--- src/rtl/tone_link_pkg.sv ---
// Constants shared by both ends of the acoustic command link:
// command codes, default tone half-periods, detector timing and the transmitter's state encoding.
package tone_link_pkg;

    localparam logic [1:0] CMD_FWD = 2'd0;
    localparam logic [1:0] CMD_T8  = 2'd1;
    localparam logic [1:0] CMD_T1  = 2'd2;
    localparam logic [1:0] CMD_REV = 2'd3;

    // Half-periods in 100 MHz clocks: 500 Hz, 1 kHz, 2 kHz, ~3 kHz
    localparam int DEF_HALF_CYC_FWD = 100000;
    localparam int DEF_HALF_CYC_T8  = 50000;
    localparam int DEF_HALF_CYC_T1  = 25000;
    localparam int DEF_HALF_CYC_REV = 16667;

    localparam int DETECT_PERIOD    = 10000000;
    localparam int DEF_BURST_CYCLES = 7 * DETECT_PERIOD;
    localparam int DEF_GAP_CYCLES   = 4 * DETECT_PERIOD;

    typedef enum logic [1:0] {
        ST_IDLE = 2'd0,
        ST_TONE = 2'd1,
        ST_GAP  = 2'd2
    } tx_state_e;

endpackage

--- src/rtl/tone_cmd_tx_if.sv ---
// Command handshake and tone outputs of the transmitter, grouped for port connection.
interface tone_cmd_tx_if;
    logic [1:0] cmd;
    logic       cmd_valid;
    logic       cmd_ready;
    logic       abort;
    logic       tone_out;
    logic       tone_active;
    logic [1:0] cmd_latched;
    logic       done;

    modport master (
        output cmd, cmd_valid, abort,
        input  cmd_ready, tone_out, tone_active, cmd_latched, done
    );

    modport slave (
        input  cmd, cmd_valid, abort,
        output cmd_ready, tone_out, tone_active, cmd_latched, done
    );
endinterface

--- src/rtl/tone_divider.sv ---
// Square-wave generator: restarts high on the cycle after enable rises,
// toggles every `half` clocks while enabled, and holds 0 while disabled.
module tone_divider #(
    parameter int CNT_W = 32
) (
    input  logic             clock,
    input  logic             reset,
    input  logic             enable,
    input  logic [CNT_W-1:0] half,
    output logic             sq_out
);

    logic [CNT_W-1:0] r_cnt;
    logic             r_en_d;
    logic             r_sq;

    always_ff @(posedge clock) begin
        if (reset) begin
            r_cnt  <= '0;
            r_en_d <= 1'b0;
            r_sq   <= 1'b0;
        end else begin
            r_en_d <= enable;
            if (!enable) begin
                r_cnt <= '0;
                r_sq  <= 1'b0;
            end else if (!r_en_d) begin
                // half may still be loading on this edge, so it is not consulted here
                r_cnt <= '0;
                r_sq  <= 1'b1;
            end else if (r_cnt == half - CNT_W'(1)) begin
                r_cnt <= '0;
                r_sq  <= ~r_sq;
            end else begin
                r_cnt <= r_cnt + CNT_W'(1);
            end
        end
    end

    assign sq_out = r_sq;

endmodule

--- src/rtl/tone_cmd_tx.sv ---
// Acoustic command transmitter: accepts a 2-bit command, plays a fixed-length
// tone burst at the command's frequency, then enforces a silent gap.
module tone_cmd_tx
    import tone_link_pkg::*;
#(
    parameter int HALF_CYC_FWD = DEF_HALF_CYC_FWD,
    parameter int HALF_CYC_T8  = DEF_HALF_CYC_T8,
    parameter int HALF_CYC_T1  = DEF_HALF_CYC_T1,
    parameter int HALF_CYC_REV = DEF_HALF_CYC_REV,
    parameter int BURST_CYCLES = DEF_BURST_CYCLES,
    parameter int GAP_CYCLES   = DEF_GAP_CYCLES,
    parameter int CNT_W        = 32
) (
    input  logic          clock,
    input  logic          reset,
    tone_cmd_tx_if.slave  tx
);

    tx_state_e        r_state, w_state_nxt;
    logic [CNT_W-1:0] r_burst_cnt, w_burst_nxt;
    logic [CNT_W-1:0] r_gap_cnt, w_gap_nxt;
    logic [CNT_W-1:0] r_half, w_half_nxt, w_half_sel;
    logic [1:0]       r_cmd_latched, w_latched_nxt;
    logic             r_done, w_done_nxt;
    logic             w_tone_en;

    always_comb begin
        w_half_sel = CNT_W'(HALF_CYC_FWD);
        case (tx.cmd)
            CMD_FWD: w_half_sel = CNT_W'(HALF_CYC_FWD);
            CMD_T8:  w_half_sel = CNT_W'(HALF_CYC_T8);
            CMD_T1:  w_half_sel = CNT_W'(HALF_CYC_T1);
            CMD_REV: w_half_sel = CNT_W'(HALF_CYC_REV);
            default: w_half_sel = CNT_W'(HALF_CYC_FWD);
        endcase
    end

    always_comb begin
        w_state_nxt   = r_state;
        w_burst_nxt   = r_burst_cnt;
        w_gap_nxt     = r_gap_cnt;
        w_half_nxt    = r_half;
        w_latched_nxt = r_cmd_latched;
        w_done_nxt    = 1'b0;
        case (r_state)
            ST_IDLE: begin
                if (tx.cmd_valid) begin
                    w_state_nxt   = ST_TONE;
                    w_latched_nxt = tx.cmd;
                    w_half_nxt    = w_half_sel;
                    w_burst_nxt   = '0;
                end
            end
            ST_TONE: begin
                w_burst_nxt = r_burst_cnt + CNT_W'(1);
                // abort and terminal count share one exit into GAP
                if (tx.abort || r_burst_cnt == CNT_W'(BURST_CYCLES - 1)) begin
                    w_state_nxt = ST_GAP;
                    w_gap_nxt   = '0;
                end
            end
            ST_GAP: begin
                w_gap_nxt = r_gap_cnt + CNT_W'(1);
                if (r_gap_cnt == CNT_W'(GAP_CYCLES - 1)) begin
                    w_state_nxt = ST_IDLE;
                    w_done_nxt  = 1'b1;
                end
            end
            default: w_state_nxt = ST_IDLE;
        endcase
    end

    always_ff @(posedge clock) begin
        if (reset) begin
            r_state       <= ST_IDLE;
            r_burst_cnt   <= '0;
            r_gap_cnt     <= '0;
            r_half        <= '0;
            r_cmd_latched <= '0;
            r_done        <= 1'b0;
        end else begin
            r_state       <= w_state_nxt;
            r_burst_cnt   <= w_burst_nxt;
            r_gap_cnt     <= w_gap_nxt;
            r_half        <= w_half_nxt;
            r_cmd_latched <= w_latched_nxt;
            r_done        <= w_done_nxt;
        end
    end

    always_ff @(posedge clock) begin
        if (!reset) begin
            assert (HALF_CYC_FWD >= 1 && HALF_CYC_T8 >= 1 && HALF_CYC_T1 >= 1 &&
                    HALF_CYC_REV >= 1 && BURST_CYCLES >= 2 && GAP_CYCLES >= 2)
                else $error("tone_cmd_tx: illegal timing parameters");
        end
    end

    // Driving the divider from the next state keeps tone_out aligned with the state register
    assign w_tone_en = (w_state_nxt == ST_TONE);

    tone_divider #(.CNT_W(CNT_W)) u_div (
        .clock  (clock),
        .reset  (reset),
        .enable (w_tone_en),
        .half   (w_half_nxt),
        .sq_out (tx.tone_out)
    );

    assign tx.cmd_ready   = (r_state == ST_IDLE);
    assign tx.tone_active = (r_state == ST_TONE);
    assign tx.cmd_latched = r_cmd_latched;
    assign tx.done        = r_done;

endmodule

--- src/flat_wrapper.sv ---
// flat-port wrapper written by rule: the top's interface ports become plain ports
module tone_cmd_tx_flat import tone_link_pkg::*;
#(
    parameter int HALF_CYC_FWD = DEF_HALF_CYC_FWD,
    parameter int HALF_CYC_T8  = DEF_HALF_CYC_T8,
    parameter int HALF_CYC_T1  = DEF_HALF_CYC_T1,
    parameter int HALF_CYC_REV = DEF_HALF_CYC_REV,
    parameter int BURST_CYCLES = DEF_BURST_CYCLES,
    parameter int GAP_CYCLES   = DEF_GAP_CYCLES,
    parameter int CNT_W        = 32
)
  (clock, reset, tx_cmd, tx_cmd_valid, tx_abort, tx_cmd_ready, tx_tone_out, tx_tone_active, tx_cmd_latched, tx_done);
  tone_cmd_tx_if tx_i ();
  input  logic clock;
  input  logic reset;
  input wire logic [$bits(tx_i.cmd)-1:0] tx_cmd;
  input wire logic [$bits(tx_i.cmd_valid)-1:0] tx_cmd_valid;
  input wire logic [$bits(tx_i.abort)-1:0] tx_abort;
  output wire logic [$bits(tx_i.cmd_ready)-1:0] tx_cmd_ready;
  output wire logic [$bits(tx_i.tone_out)-1:0] tx_tone_out;
  output wire logic [$bits(tx_i.tone_active)-1:0] tx_tone_active;
  output wire logic [$bits(tx_i.cmd_latched)-1:0] tx_cmd_latched;
  output wire logic [$bits(tx_i.done)-1:0] tx_done;
  assign tx_i.cmd = tx_cmd;
  assign tx_i.cmd_valid = tx_cmd_valid;
  assign tx_i.abort = tx_abort;
  assign tx_cmd_ready = tx_i.cmd_ready;
  assign tx_tone_out = tx_i.tone_out;
  assign tx_tone_active = tx_i.tone_active;
  assign tx_cmd_latched = tx_i.cmd_latched;
  assign tx_done = tx_i.done;
  tone_cmd_tx #(.HALF_CYC_FWD(HALF_CYC_FWD), .HALF_CYC_T8(HALF_CYC_T8), .HALF_CYC_T1(HALF_CYC_T1), .HALF_CYC_REV(HALF_CYC_REV), .BURST_CYCLES(BURST_CYCLES), .GAP_CYCLES(GAP_CYCLES), .CNT_W(CNT_W)) u_core (.clock(clock), .reset(reset), .tx(tx_i));
endmodule
--- config.mk ---
export PLATFORM = sky130hd
export DESIGN_NAME = tone_cmd_tx_flat
export DESIGN_NICKNAME = d
export VERILOG_FILES = /design/src/rtl/tone_link_pkg.sv /design/src/rtl/tone_cmd_tx_if.sv /design/src/rtl/tone_divider.sv /design/src/rtl/tone_cmd_tx.sv /design/src/flat_wrapper.sv
export SDC_FILE = /design/constraint.sdc
export NUM_CORES = 1
export LEC_CHECK = 0
export CORE_MARGIN = 2
export CORE_UTILIZATION = 30
export DETAILED_ROUTE_END_ITERATION = 8
export PLACE_DENSITY_LB_ADDON = 0.08
export SLEW_MARGIN = 0
export SYNTH_ARGS = -nofsm -noshare
export SYNTH_HDL_FRONTEND = slang
export SYNTH_SLANG_ARGS = --single-unit
--- constraint.sdc ---
create_clock -name clock -period 12.27 [get_ports clock]
set_input_delay 1.8405 -clock clock [delete_from_list [all_inputs] [get_ports clock]]
set_output_delay 1.8405 -clock clock [all_outputs]
set_load 0.05 [all_outputs]
==> metrics, run 1 <==
Hold EP u_core.tx.cmd_latched[0]; fin crit share 52.9%; Core Region 24100 um^2; met3 Use GR 3.32%; MaxCap Viol Count 0; area delta synth->final 12.6%; GRT busiest layer met2; critical path capture point type flip-flop; Post-Syn Area per Cell 8.01 um^2; hold_sp u_core.tx.cmd_latched[0]; TritonCTS buffer count 17; layout cells sized above 1 9.38%; nets 914; 1st-pass router iterations 4; number of I/O port buffers 11; # rows 57; Syn Std Cell Area 7320 um^2; Max Buffers Root-to-Sink 2; commonest non-fill, non-tap cell in the layout dfxtp_1; Async SR Flop Fraction 0%; number of hold buffers added after cts 0; DR WL/cell 16.0 um; Final setup viols 0; Clock Sinks 135; min Tclk post-route 6.49 ns; Remaining Overflow, GRT 0; Final Max Slew Viols 0; Worst Tran Pin Value 1.12 ns; Setup Skew 0.0107 ns; most frequent cells in the layout dfxtp_1 (135), nor2_1 (128), nand2_1 (85); Total Routing Usage GR 16.0%; final WL 19.8 mm; hold depth 2; Yosys Warn Count 0; Final Hold Viols 0; post-CTS sizing 0; drt drc 0; number of DRC markers in iteration 0 362; Routed Antenna Nets 0; die width 160 um; Max Clock Freq 154 MHz; sequential area share after synthesis 36.9%; Worst EP required 12.55 ns; Int Pwr 0.000794 W; clock slew at reported path FFs 0.06 ns; CTS tree done; synthesized net count 924; Post-CTS Setup Bufs 0; Synth Instances 914; CP Max Fanout 32; VDD IR max 0.0000775 V; global-route wire length before repair 32.9 mm; M1 GR Usage 22.0%; number of synthesized flops with an enable pin 0; root buffer cell clkbuf_16; worst-skew pair later-pin latency 0.43 ns; vias in the first global route 6094; pwr dens 134 nW/um^2; clock power share 47.6%; Hold Path Class flip-flop to flip-flop; diode count 0; depth of the CTS H-tree 4; CP arrival 6.76 ns; R2R Setup Slk 7.28 ns; # IOs 12; Die H 160 um; post-layout util 34.2%; initial antenna violation count 0; Worst setup SP type input port; Setup CP Type input port to flip-flop; vias per cell 5.13; Net Sw Frac 28.2%; largest net degree at the start of global routing 86; Slew HR 24.6%; GRT met2 Usage 24.9%; reg2reg path depth 12; dpl hpwl 13.6 mm; setup TNS after final layout 0 ns; Initial Util 30.4%; worst flop-to-flop path startpoint u_core.r_state[0]; RSZ-0062 raised after global routing no; Psw 0.000311 W; top_reg_cell synth dfxtp_1; total leakage power 2.65 nW; total number of vias 6363; Synth Register Bits 135; status completed; RR Endpoint u_core.u_div.r_cnt[17]; die area 25700 um^2; Synth cell types 73; combinational share of power 11.5%; RD Place Congestion 0.885; sequential power share 40.9%
## flip-flops by register name, summed over array words and instances (netlist names)
register / cells
u_core.r_burst_cnt: 32
u_core.r_gap_cnt: 32
u_core.r_half: 32
u_core.r_state: 2
u_core.tx.cmd_latched: 2
u_core.tx.done: 1
u_core.u_div.r_cnt: 32
u_core.u_div.r_en_d: 1
u_core.u_div.sq_out: 1
## stage by stage
step / cells / power (W) / setup slack, ns / hold slack, ns / cell area [um^2]
final: 1241 / 0.00110 / 5.78 / 0.457 / 8240
after global routing: 1241 / 0.00116 / 5.38 / 0.486 / 8240
after CTS: 1241 / 0.00112 / 5.77 / 0.465 / 8240
after detailed placement: 1209 / 0.000588 / 5.32 / 0.452 / 7650
after global placement: 1209 / 0.000589 / 5.41 / 0.455 / 7650
after floorplan: 914 / 0.000554 / 6.05 / 0.452 / 7320
## layout make-up
type | count | area [um^2]
Tap cell | 324 | 405
Timing Repair Buffer | 17 | 150
Multi-Input combinational cell | 720 | 4340
Clock inverter | 14 | 166
Clock buffer | 18 | 429
Fill cell | 2634 | 15900
Inverter | 13 | 48.8
Sequential cell | 135 | 2700
## power by group through the flow
| stage | sequential (W) | combinational (W) | clock [W] |
|---|---|---|---|
| after floorplan | 0.000460 | 0.0000934 | 0 |
| after global placement | 0.000462 | 0.000127 | 0 |
| after detailed placement | 0.000462 | 0.000127 | 0 |
| after CTS | 0.000452 | 0.000127 | 0.000544 |
| after global routing | 0.000453 | 0.000139 | 0.000564 |
| final | 0.000452 | 0.000127 | 0.000526 |
## cells by family after synthesis
family / synth area share (%)
adders and majority gates: 0.684
buffers and inverters: 3.88
DFF: 36.9
AOI/OAI and AO/OA: 11.1
muxes: 2.85
xor gates and xnor gates: 9.40
and+or+nand+nor: 35.2
## layer usage
metal | vias up | part of all wire [%]
met3 | 24 | 2.5
li1 | 3243 | -
met2 | 84 | 44
met4 | 0 | 1.9
met1 | 3012 | 51
met5 | - | 0
## worst max-delay path, stage by stage
cell and delay (ns):
clkdlybuf4s50_1 0.60, or3b_2 0.58, a21oi_1 0.25, ha_1 0.23
or4b_4 0.51, or2_1 0.29, nor4_2 0.30, xor2_1 0.21
nand3_1 0.09, a2111o_1 0.43, or4_4 0.52, o211ai_4 0.78
nor2_1 0.11
## cells in the mapped netlist, drive strengths merged, types with 2 or more instances
master	n	area share [%]
a211o	2	0.24
a211oi	7	0.79
a21oi	55	3.8
a22oi	2	0.20
a311oi	8	0.96
a31oi	2	0.17
a41oi	2	0.24
and2	21	1.8
and3	10	0.85
and4	7	0.84
buf	8	0.87
clkbuf	38	2.3
dfxtp	135	37
ha	4	0.68
inv	12	0.62
mux2	15	2.3
mux2i	4	0.55
nand2	85	4.4
nand2b	7	0.60
nand3	59	4.0
nand3b	3	0.31
nand4	39	3.3
nand4b	2	0.24
nor2	130	6.7
nor2b	7	0.60
nor3	33	2.3
nor3b	5	0.51
nor4	25	2.3
nor4b	5	0.68
nor4bb	2	0.27
o211ai	11	1.3
o21a	6	0.62
o21ai	13	0.89
o22ai	3	0.26
o41ai	2	0.24
or2	17	1.5
or3	23	2.0
or4	9	1.0
or4b	3	0.46
xnor2	42	5.0
xor2	34	4.1
## how the worst max path moves through the flow
stage / start / endpoint / depth (start not counted)
after floorplan: tx_cmd_valid / u_core.u_div.r_cnt[5] / 18
after global placement: tx_cmd_valid / u_core.u_div.r_cnt[27] / 13
after detailed placement: tx_cmd_valid / u_core.u_div.r_cnt[17] / 13
after CTS: tx_cmd_valid / u_core.u_div.r_cnt[17] / 13
after global routing: tx_cmd_valid / u_core.u_div.r_cnt[7] / 13
final: tx_cmd_valid / u_core.u_div.r_cnt[17] / 13
Note: power is estimated with default switching activity, not from simulation.
==> run 2: changes to the inputs <==
==> constraint.sdc (replaced) <==
create_clock -name clock -period 6 [get_ports clock]
set_input_delay 0.9 -clock clock [delete_from_list [all_inputs] [get_ports clock]]
set_output_delay 0.9 -clock clock [all_outputs]
set_load 0.05 [all_outputs]
==> metrics, run 2 (synthesis results as in run 1) <==
status completed; final WL 19.4 mm (-2.1%); CP Max Fanout 32 (unchanged); clock slew at reported path FFs 0.06 ns (about the same); Worst Tran Pin Value 1.15 ns (+0.0323 ns); Slew HR 22.4% (-2.2 points); critical-path cell list clkdlybuf4s50_1 > or3b_2 > a21oi_1 > ha_1 > or4b_4 > or2_1 > nor4_2 > xor2_1 > nand3_1 > a2111o_1 > or4_4 > o211ai_4 > buf_4 > nor2_1; drt drc 0 (unchanged); global-route wire length before repair 32.9 mm (+0.10%); setup TNS after final layout 0 ns (unchanged); fin crit share 86.0%; total number of vias 6321 (-0.66%); most frequent cells in the layout dfxtp_1 (135), nor2_1 (128), nand2_1 (85); Max Clock Freq 194 MHz; number of hold buffers added after cts 0 (unchanged); Post-CTS Setup Bufs 0 (unchanged); hold_sp u_core.tx.cmd_latched[1]; root buffer cell clkbuf_16; Setup CP Type input port to flip-flop; Core Region 24100 um^2 (unchanged); worst-skew pair later-pin latency 0.42 ns (about the same); pwr dens 265 nW/um^2 (+98%); Worst setup SP type input port; RSZ-0062 raised after global routing no; Routed Antenna Nets 0 (unchanged); Clock Sinks 135 (unchanged); critical path capture point type flip-flop; die area 25700 um^2 (unchanged); worst setup path startpoint tx_cmd_valid; # IOs 12 (unchanged); worst stage delay on the critical path 0.58 ns (-0.20 ns); Hold Path Class flip-flop to flip-flop; area delta synth->final 12.7% (about the same); post-CTS sizing 0 (unchanged); largest net degree at the start of global routing 48 (-44%); min Tclk post-route 5.16 ns; number of DRC markers in iteration 0 354 (-2.2%); diode count 0 (unchanged); Remaining Overflow, GRT 0 (unchanged); depth of the CTS H-tree 4 (unchanged); Initial Util 30.4% (unchanged); # rows 57 (unchanged); nets 921 (+0.77%); overall power 0.00219 W (+98%); die width 160 um (unchanged); dpl hpwl 13.6 mm (about the same); MaxCap Viol Count 0 (unchanged); TritonCTS buffer count 17 (unchanged); layout cells sized above 1 10.1% (+0.69 points); Max Buffers Root-to-Sink 2 (unchanged); CP arrival 5.45 ns (-1.31 ns); total leakage power 2.67 nW (+0.70%); vias in the first global route 6136 (+0.69%); Setup Skew 0.0137 ns (+0.00304 ns); Final setup viols 0 (unchanged); VDD IR max 0.000163 V (+110%); fin area 8250 um^2 (about the same); DR WL/cell 15.6 um (-2.6%); commonest non-fill, non-tap cell in the layout dfxtp_1; number of I/O port buffers 11 (unchanged); placed cell areas 7700 um^2 (+0.69%); Final Max Slew Viols 0 (unchanged); initial antenna violation count 0 (unchanged); Total Routing Usage GR 15.8% (-0.14 points); slowest CP cell clkdlybuf4s50_1; Worst EP required 6.29 ns (-6.26 ns); vias per cell 5.06 (-1.2%); 1st-pass router iterations 5 (+1); CTS tree done; RD Place Congestion 0.829 (-6.3%); Die H 160 um (unchanged); Final Hold Viols 0 (unchanged); worst flop-to-flop path startpoint u_core.r_state[1]
## run 2: area by class of cell
class                   count  area [um^2]
inverters                  13         48.8
repair buffers             24          203
flip-flops and latches    135         2700
well taps                 324          405
multi-input cells         720         4340
clock inverters            14          121
fillers                  2633        15900
clock buffers              18          429
## run 2: path summary, 6_finish.rpt
check	to	slack (ns)	cells after the start
min reg2reg	u_core.tx.cmd_latched[1]	0.46	2
max reg2reg	u_core.u_div.r_cnt[16]	1.36	14
min	u_core.tx.cmd_latched[1]	0.46	2
max	u_core.u_div.r_cnt[16]	0.84	14
## run 2: through the flow
stage | instances | worst slack [ns] | hold WS (ns) | util, %
2_1_floorplan | 914 | 0.722 | 0.452 | -
3_3_place_gp | 1216 | 0.475 | 0.453 | 31.9
3_5_place_dp | 1216 | 0.390 | 0.453 | 31.9
4_1_cts | 1248 | 0.837 | 0.461 | 34.2
5_1_grt | 1248 | 0.474 | 0.484 | 34.2
6_report | 1248 | 0.841 | 0.457 | 34.2
## run 2: critical path, delay by kind of cell
kind	cells	cell delay, ns
buffers and inverters	2	0.95
AND/OR/NAND/NOR	7	2.34
AO/OA/AOI/OAI	3	0.82
adder cells (fa/ha/maj)	1	0.23
XOR/XNOR	1	0.21
## run 2: where the power goes
part / total [W] / switching (W) / internal, W
Combinational: 0.000264 / 0.000166 / 0.0000983
Sequential: 0.000924 / 0.0000169 / 0.000907
Clock: 0.000998 / 0.000426 / 0.000572
Total: 0.00219 / 0.000608 / 0.00158
## run 2: routing by layer
layer / up-vias / part of all wire (%) / global-route usage, %
met5: - / 0 / 0
met3: 11 / 2.0 / 2.44
met2: 73 / 45 / 25.3
li1: 3260 / - / -
met1: 2977 / 52 / 22.1
met4: 0 / 1.1 / 4.55
==> run 3: changes to the inputs <==
--- a/config.mk
+++ b/config.mk
@@ -8,7 +8,6 @@
 export CORE_MARGIN = 2
 export CORE_UTILIZATION = 30
 export DETAILED_ROUTE_END_ITERATION = 8
-export PLACE_DENSITY_LB_ADDON = 0.08
 export SLEW_MARGIN = 0
 export SYNTH_ARGS = -nofsm -noshare
 export SYNTH_HDL_FRONTEND = slang
==> metrics, run 3 (synthesis results as in run 1) <==
status completed; number of I/O port buffers 11 (unchanged); total number of vias 6468 (+2.3%); Post-CTS Setup Bufs 0 (unchanged); Remaining Overflow, GRT 0 (unchanged); area delta synth->final 12.2%; diode count 0 (unchanged); critical-path cell list clkdlybuf4s50_1 > or3b_2 > a21oi_1 > ha_1 > or4b_4 > or2_1 > nor4_2 > xor2_1 > nand3_1 > a2111o_1 > or4_4 > o211ai_4 > buf_4 > nor2_1; final WL 17.6 mm (-9.5%); Hold WS 0.467 ns (+0.00995 ns); Hold EP u_core.tx.cmd_latched[0]; fin crit share 87.1% (+1.1 points); Final setup viols 0 (unchanged); 1st-pass router iterations 5 (unchanged); RD Place Congestion 0.852 (+2.8%); pwr dens 266 nW/um^2 (+0.40%); combinational share of power 11.6% (-0.5 points); global-route wire length before repair 29.6 mm (-10%); worst flop-to-flop path startpoint u_core.r_state[0]; # IOs 12 (unchanged); Max Buffers Root-to-Sink 2 (unchanged); hold depth 2 (unchanged); Clock Sinks 135 (unchanged); sequential power share 42.3% (about the same); Total Routing Usage GR 13.9% (-1.9 points); die area 25700 um^2 (unchanged); nets 915 (-0.65%); Die H 160 um (unchanged); Initial Util 30.4% (unchanged); slowest CP cell clkdlybuf4s50_1; depth of the CTS H-tree 4 (unchanged); Psw 0.000602 W (-0.98%); hold_sp u_core.tx.cmd_latched[0]; placed cell areas 7650 um^2 (-0.58%); Setup Skew 0.0104 ns (-0.00330 ns); RSZ-0062 raised after global routing no; dpl hpwl 12.0 mm (-12%); vias per cell 5.21 (+2.9%); MaxCap Viol Count 0 (unchanged); vias in the first global route 6018 (-1.9%); fillers 2610 (-0.87%); RR Endpoint u_core.u_div.r_cnt[10]; layout cells sized above 1 9.49% (-0.58 points); number of hold buffers added after cts 0 (unchanged); fin area 8220 um^2 (-0.42%); Worst Tran Pin Value 1.08 ns (-0.0689 ns); R2R Setup Slk 1.33 ns (-0.03 ns); post-layout util 34.1% (-0.15 points); DR WL/cell 14.2 um (-9.0%); clock power share 46.1% (+0.4 points); Max Clock Freq 191 MHz (-1.3%); setup TNS after final layout 0 ns (unchanged); worst stage delay on the critical path 0.59 ns (about the same); TritonCTS buffer count 17 (unchanged); Slew HR 27.1% (+4.6 points); drt drc 0 (unchanged); CP Max Fanout 32 (unchanged); Reg area 2700 um^2 (unchanged); critical path capture point type flip-flop; clock slew at reported path FFs 0.06 ns (about the same); number of DRC markers in iteration 0 345 (-2.5%); Int Pwr 0.00158 W (+0.34%); Final Hold Viols 0 (unchanged); post-CTS sizing 0 (unchanged); Final Max Slew Viols 0 (unchanged); largest net degree at the start of global routing 70 (+46%); Routed Antenna Nets 0 (unchanged); die width 160 um (unchanged); # rows 57 (unchanged); overall power 0.00218 W (about the same); commonest non-fill, non-tap cell in the layout dfxtp_1; Hold Path Class flip-flop to flip-flop; reg2reg path depth 13 (-1); initial antenna violation count 0 (unchanged); Core Region 24100 um^2 (unchanged); Net Sw Frac 27.6% (-0.27 points); multi-input logic area 4340 um^2 (unchanged); CP arrival 5.52 ns (+0.07 ns); most frequent cells in the layout dfxtp_1 (135), nor2_1 (128), nand2_1 (85); total leakage power 2.64 nW (-1.1%); VDD IR max 0.000192 V (+18%); CTS tree done; worst-skew pair later-pin latency 0.42 ns (about the same); min Tclk post-route 5.23 ns (+0.0672 ns); Setup CP Type input port to flip-flop; Worst setup SP type input port; root buffer cell clkbuf_16; Worst EP required 6.30 ns (about the same)
[run 3: cell count changes in the layout (fill, tap and decap cells not counted)]
cell        delta
buf_4          -6
clkinv_2       -2
inv_6          -2
clkbuf_1       -1
clkbuf_8       +1
clkinv_4       +1
clkinvlp_4     +1
inv_8          +1
[run 3: critical path, delay by kind of cell]
kind	cells	cell delay, ns
fa+ha+maj	1	0.23
compound gates	3	0.84
simple gates	7	2.38
xor+xnor	1	0.21
buf+inv	2	0.93
[run 3: worst max-delay path by stage]
| stage | slack, ns | to | start | cells after the start |
|---|---|---|---|---|
| 2_1_floorplan | 0.72 | u_core.u_div.r_cnt[6] | tx_cmd_valid | 18 |
| 3_3_place_gp | 0.47 | u_core.u_div.r_cnt[20] | tx_cmd_valid | 14 |
| 3_5_place_dp | 0.34 | u_core.u_div.r_cnt[30] | tx_cmd_valid | 14 |
| 4_1_cts | 0.78 | u_core.u_div.r_cnt[20] | tx_cmd_valid | 14 |
| 5_1_grt | 0.53 | u_core.u_div.r_cnt[28] | tx_cmd_valid | 14 |
| 6_report | 0.77 | u_core.u_div.r_cnt[10] | tx_cmd_valid | 14 |
[run 3: area by class of cell]
class / count / area share [%]
Multi-Input combinational cell: 720 / 52.8
Clock buffer: 18 / 5.35
Inverter: 13 / 0.594
Sequential cell: 135 / 32.9
Clock inverter: 13 / 1.48
Tap cell: 324 / 4.93
Timing Repair Buffer: 18 / 1.92
[run 3: power by group through the flow]
| stage | sequential (W) | combinational (W) | clock, W |
|---|---|---|---|
| after floorplan | 0.000941 | 0.000191 | 0 |
| after global placement | 0.000943 | 0.000250 | 0 |
| after detailed placement | 0.000943 | 0.000250 | 0 |
| after CTS | 0.000923 | 0.000252 | 0.00103 |
| after global routing | 0.000925 | 0.000277 | 0.00107 |
| final | 0.000923 | 0.000253 | 0.00101 |
[run 3: layer usage]
metal / routed length, um / up-vias / track usage [%]
met1: 8440 / 3050 / 18.2
met2: 8110 / 142 / 22.7
met5: 0 / - / 0
met3: 613 / 37 / 2.47
met4: 413 / 0 / 5.53
li1: - / 3239 / -
[run 3: metrics by stage]
| step | setup slack, ns | cells |
|---|---|---|
| after floorplan | 0.722 | 914 |
| after global placement | 0.470 | 1210 |
| after detailed placement | 0.337 | 1210 |
| after CTS | 0.781 | 1241 |
| after global routing | 0.530 | 1241 |
| final | 0.774 | 1241 |
